===== src/rtl/int_controller.sv =====
// Interrupt controller: per-source edge-latched pending bits, mask, fixed priority
// dispatch (source 0 highest) with a one-cycle request and no nesting until ret.
module int_src_pend (
  input  logic clock,
  input  logic reset,
  input  logic irq,
  input  logic clr,
  output logic pend
);
  logic irq_d;

  // A rising edge beats a clear landing on the same cycle.
  always_ff @(posedge clock or posedge reset) begin
    if (reset) begin
      irq_d <= 1'b0;
      pend  <= 1'b0;
    end else begin
      irq_d <= irq;
      pend  <= (irq & ~irq_d) | (pend & ~clr);
    end
  end
endmodule

module int_controller #(
  parameter int         N_SRC     = 4,
  parameter logic [7:0] BASE_ADDR = 8'hF0
) (
  input  logic             clock,
  input  logic             reset,
  input  logic [N_SRC-1:0] irq,
  input  logic             ret,
  input  logic [7:0]       mem_addr,
  input  logic             mem_w_en,
  input  logic [7:0]       mem_w_data,
  output logic [7:0]       mem_r_data,
  output logic             int_req,
  output logic [7:0]       int_en,
  output logic [7:0]       int_vec,
  output logic [N_SRC-1:0] in_service
);
  typedef enum logic [1:0] {IDLE, REQ, SERVICE} state_t;

  state_t           state_q, state_d;
  logic [7:0]       en_q, vbase_q;
  logic [N_SRC-1:0] mask_q, pend, elig, win_oh, pend_clr, wr_clr;
  logic [2:0]       win_idx;
  logic             in_win, wr_en, dispatch;

  assign in_win = (mem_addr[7:2] == BASE_ADDR[7:2]);
  assign wr_en  = mem_w_en & in_win;
  assign elig   = pend & mask_q;

  // Descending scan so the lowest eligible index is the last one written.
  always_comb begin
    win_idx = 3'd0;
    win_oh  = '0;
    for (int i = N_SRC - 1; i >= 0; i--) begin
      if (elig[i]) begin
        win_idx = 3'(i);
        win_oh  = '0;
        win_oh[i] = 1'b1;
      end
    end
  end

  always_comb begin
    wr_clr = '0;
    if (wr_en && mem_addr[1:0] == 2'd2) wr_clr = mem_w_data[N_SRC-1:0];
    pend_clr = wr_clr | (dispatch ? win_oh : '0);
  end

  genvar g;
  generate
    for (g = 0; g < N_SRC; g++) begin : g_src
      int_src_pend u_pend (
        .clock (clock),
        .reset (reset),
        .irq   (irq[g]),
        .clr   (pend_clr[g]),
        .pend  (pend[g])
      );
    end
  endgenerate

  always_ff @(posedge clock or posedge reset) begin
    if (reset) begin
      en_q    <= 8'h00;
      mask_q  <= '0;
      vbase_q <= 8'h00;
    end else if (wr_en) begin
      case (mem_addr[1:0])
        2'd0:    en_q    <= mem_w_data;
        2'd1:    mask_q  <= mem_w_data[N_SRC-1:0];
        2'd3:    vbase_q <= mem_w_data;
        default: ;
      endcase
    end
  end

  always_ff @(posedge clock or posedge reset) begin
    if (reset) state_q <= IDLE;
    else       state_q <= state_d;
  end

  always_comb begin
    state_d  = state_q;
    dispatch = 1'b0;
    case (state_q)
      IDLE: if (en_q[0] && elig != '0) begin
        dispatch = 1'b1;
        state_d  = REQ;
      end
      REQ:     state_d = SERVICE;
      SERVICE: if (ret) state_d = IDLE;
      default: state_d = IDLE;
    endcase
  end

  always_ff @(posedge clock or posedge reset) begin
    if (reset) begin
      int_vec    <= 8'h00;
      in_service <= '0;
    end else if (dispatch) begin
      int_vec    <= vbase_q + {3'b000, win_idx, 2'b00};
      in_service <= win_oh;
    end else if (state_q == SERVICE && ret) begin
      in_service <= '0;
    end
  end

  assign int_req = (state_q == REQ);
  assign int_en  = en_q;

  always_comb begin
    mem_r_data = 8'h00;
    if (in_win) begin
      case (mem_addr[1:0])
        2'd0: mem_r_data = en_q;
        2'd1: mem_r_data[N_SRC-1:0] = mask_q;
        2'd2: mem_r_data[N_SRC-1:0] = pend;
        2'd3: mem_r_data = vbase_q;
      endcase
    end
  end
endmodule


===== config.mk =====
export PLATFORM = sky130hd
export DESIGN_NAME = int_controller
export DESIGN_NICKNAME = d
export VERILOG_FILES = /design/src/rtl/int_controller.sv
export SDC_FILE = /design/constraint.sdc
export NUM_CORES = 1
export LEC_CHECK = 0
export ABC_CLOCK_PERIOD_IN_PS = 3650
export CORE_MARGIN = 4
export CORE_UTILIZATION = 38
export DETAILED_ROUTE_END_ITERATION = 6
export PLACE_DENSITY = 0.65
export SETUP_SLACK_MARGIN = 0.15
export SLEW_MARGIN = 5
export SYNTH_ARGS = -nofsm -noshare
export SYNTH_HDL_FRONTEND = slang
export SYNTH_SLANG_ARGS = --single-unit

===== constraint.sdc =====
create_clock -name clock -period 3.65 [get_ports clock]
set_clock_uncertainty 0.05 [all_clocks]
set_input_delay 0.365 -clock clock [delete_from_list [all_inputs] [get_ports clock]]
set_output_delay 0.365 -clock clock [all_outputs]
set_load 0.02 [all_outputs]

==> flow_summary.toml <==
[clocking]
cts_made_buffers = 5
root_buffer = "clkbuf_8"
cts_max_path_buffers = 2
cts_tree = "yes"
path_clk_slew_ns = 0.08
insertion_delay_ns = 0.29
cts_hold_buf = 0
cts_resized = 0
cts.sinks = 42
htree_levels = 2
post_cts_buffers = 0

[drt]
wl_mm = 4.50
num_vias = 1479
via_per_inst = 5.12
drtPass1Iterations = 5
wl_per_cell_um = 15.6
drc = 0
first_iter_violations = 107
antenna_left = 0

[finish]
final_util_pct = 54.5
layout_common_cells = "clkdlybuf4s50_1, dfrtp_1, mux2_2, nor2_1, nand2_1"
diodes = 0
syn_to_final_growth_pct = 35.1
drive_above_1_share_pct = 18.5
finalNetCount = 252
final_common_cell = "clkdlybuf4s50_1"
multiInputGateArea_um2 = 876
fill_cells = 454
regArea_um2 = 1050

[worst_setup_path]
crit_type = "input port to primary output"
crit_start = "mem_addr[0]"
cp_max_fo = 8
crit_required_ns = 3.23
worstReg2RegStart = "mask_q[0]"
setup.worst_path.start_class = "input port"
worst_setup_path_end_kind = "primary output"
crit_arrival_ns = 2.47

[yosys]
synth_area_um2 = 1970
syn-num-nets = 196
syn_avg_cell_area_um2 = 11.9
synth.distinct_cells = 34
synth_seq_cells = 42
yosysSeqAreaShare_pct = 53.4
yosys_warnings = 0
syn_inst = 165

[placement]
place_congestion = 0.788
numPortBuffers = 52
place_hpwl_mm = 3.28

[global_routing]
grt_use_total_pct = 14.6
grt_first_pass_wirelength_mm = 7.22
grt_max_degree = 43
antenna_found_initial = 0
grt_pass1_vias = 1486
overflow = 0

[power_and_ir_drop]
leakage_nw = 1.17
p_int_w = 0.000779
power_frac_comb_pct = 21.0
swShare_pct = 28.0
power_density_nw_per_um2 = 407
peakVddDrop_mv = 0.205
power.total_w = 0.00108
p_switching_w = 0.000303
clkPwrFrac_pct = 29.3
pwr-share-seq_pct = 49.7

[floorplanning]
initial_utilization_pct = 40.4
design.core.area_um2 = 4880
die_x_um = 80.0
die_area_um2 = 6400
die_h_um = 80.0
boundaryPins = 53
rows = 25

[timing]
setup_tns_ns = 0
min_period_over_period_pct = 78.9
setup_viol = 0
maxSlewViolCount = 0
slew_headroom_pct = 52.0
hold-worst-slack_ns = 0.389
min_period_ns = 2.88
max_freq_ghz = 0.347
grt_setup_unrepaired = "false"
hold_viol_final = 0
worst_slew_pin_slew_ns = 0.715

[min_path]
hold_start = "g_src[3].u_pend.irq_d"
hold_path.class = "register to register"

[run]
maxCapViolations = 0

[run_status]
outcome = "finished, final reports clean"
[worst max-delay path: stages]
cell             delay [ns]
clkdlybuf4s50_1        0.52
inv_1                  0.08
ha_1                   0.30
a222oi_1               0.37
nor2_1                 0.08
a21oi_1                0.16
nor2_1                 0.05
clkdlybuf4s50_1        0.54
[cells by family (layout without fill, tap and decap cells)]
family | Yosys count | in the layout | share of synthesized area, %
compound gates | 31 | 31 | 11.2
xor+xnor | 4 | 4 | 1.78
fa+ha+maj | 7 | 7 | 4.83
buf+inv | 11 | 68 | 2.16
flops | 42 | 42 | 53.4
mux | 24 | 24 | 13.7
simple gates | 46 | 46 | 12.9
[worst paths after layout]
path,to,slack [ns],cells past startpoint
worst max-delay path,mem_r_data[0],0.77,8
worst min-delay path,g_src[3].u_pend.pend,0.39,1
worst max register to register,int_vec[7],1.51,7
worst min register to register,g_src[3].u_pend.pend,0.39,1
max in group asynchronous,int_en[4],2.73,3
min in group asynchronous,state_q[1],0.46,3
[registers in the layout, summed over array words and instances (netlist names)]
name and count:
int_vec 8, state_q 2, int_en 8, in_service 4
g_src.u_pend.irq_d 4, mask_q 4, vbase_q 8, g_src.u_pend.pend 4
[cell type report]
type	instances	share of cell area [%]
clock buffer	6	3.10
sequential	42	39.5
clock inverter	2	0.470
tap	67	3.15
inverter	7	0.988
timing repair buffer	53	19.8
multi-input combinational	112	32.9
[routing by layer]
metal | GRT usage (%) | vias up | share of wire [%]
li1 | - | 711 | -
met1 | 21.3 | 709 | 48
met2 | 21.1 | 55 | 44
met3 | 4.29 | 4 | 7.0
met4 | 3.55 | 0 | 0.62
met5 | 0 | - | 0
[cells in the mapped netlist (all sizes together)]
cell type  count  area [µm²]
a21o           1        7.51
nor2b          3        18.8
nor2          12        45.0
mux2          24         270
o21ai          4        20.0
a21oi          8        40.0
nand4          3        18.8
buf            1        5.00
o22ai          2        12.5
a32o           2        20.0
or2            1        6.26
and3           2        15.0
nand3b         1        7.51
a22oi          6        45.0
a222oi         4        40.0
nand2         11        46.3
nand3          5        25.0
inv            7        26.3
ha             6        75.1
o2bb2ai        2        17.5
or3            1        7.51
dfrtp         42        1050
nor4b          1        23.8
a21boi         2        18.8
xnor2          1        8.76
fa             1        20.0
nor3b          2        20.0
clkbuf         3        11.3
xor2           3        26.3
nor3           4        20.0
[metrics by stage]
stage | instances | setup slack (ns) | cell area (µm²)
final | 289 | 0.769 | 2660
after global routing | 289 | 0.677 | 2660
after CTS | 289 | 0.764 | 2660
after detailed placement | 281 | 0.771 | 2560
after global placement | 281 | 0.795 | 2560
after floorplan | 165 | 1.62 | 1970
[power by group through the flow]
stage               Clock [W]  Combinational, W  Sequential (W)
finish               0.000317          0.000227        0.000538
global route         0.000345          0.000246        0.000546
CTS                  0.000324          0.000230        0.000539
detailed placement          0          0.000229        0.000547
global placement            0          0.000228        0.000547
floorplan                   0         0.0000699        0.000586
Note: power is estimated with default switching activity, not from simulation.
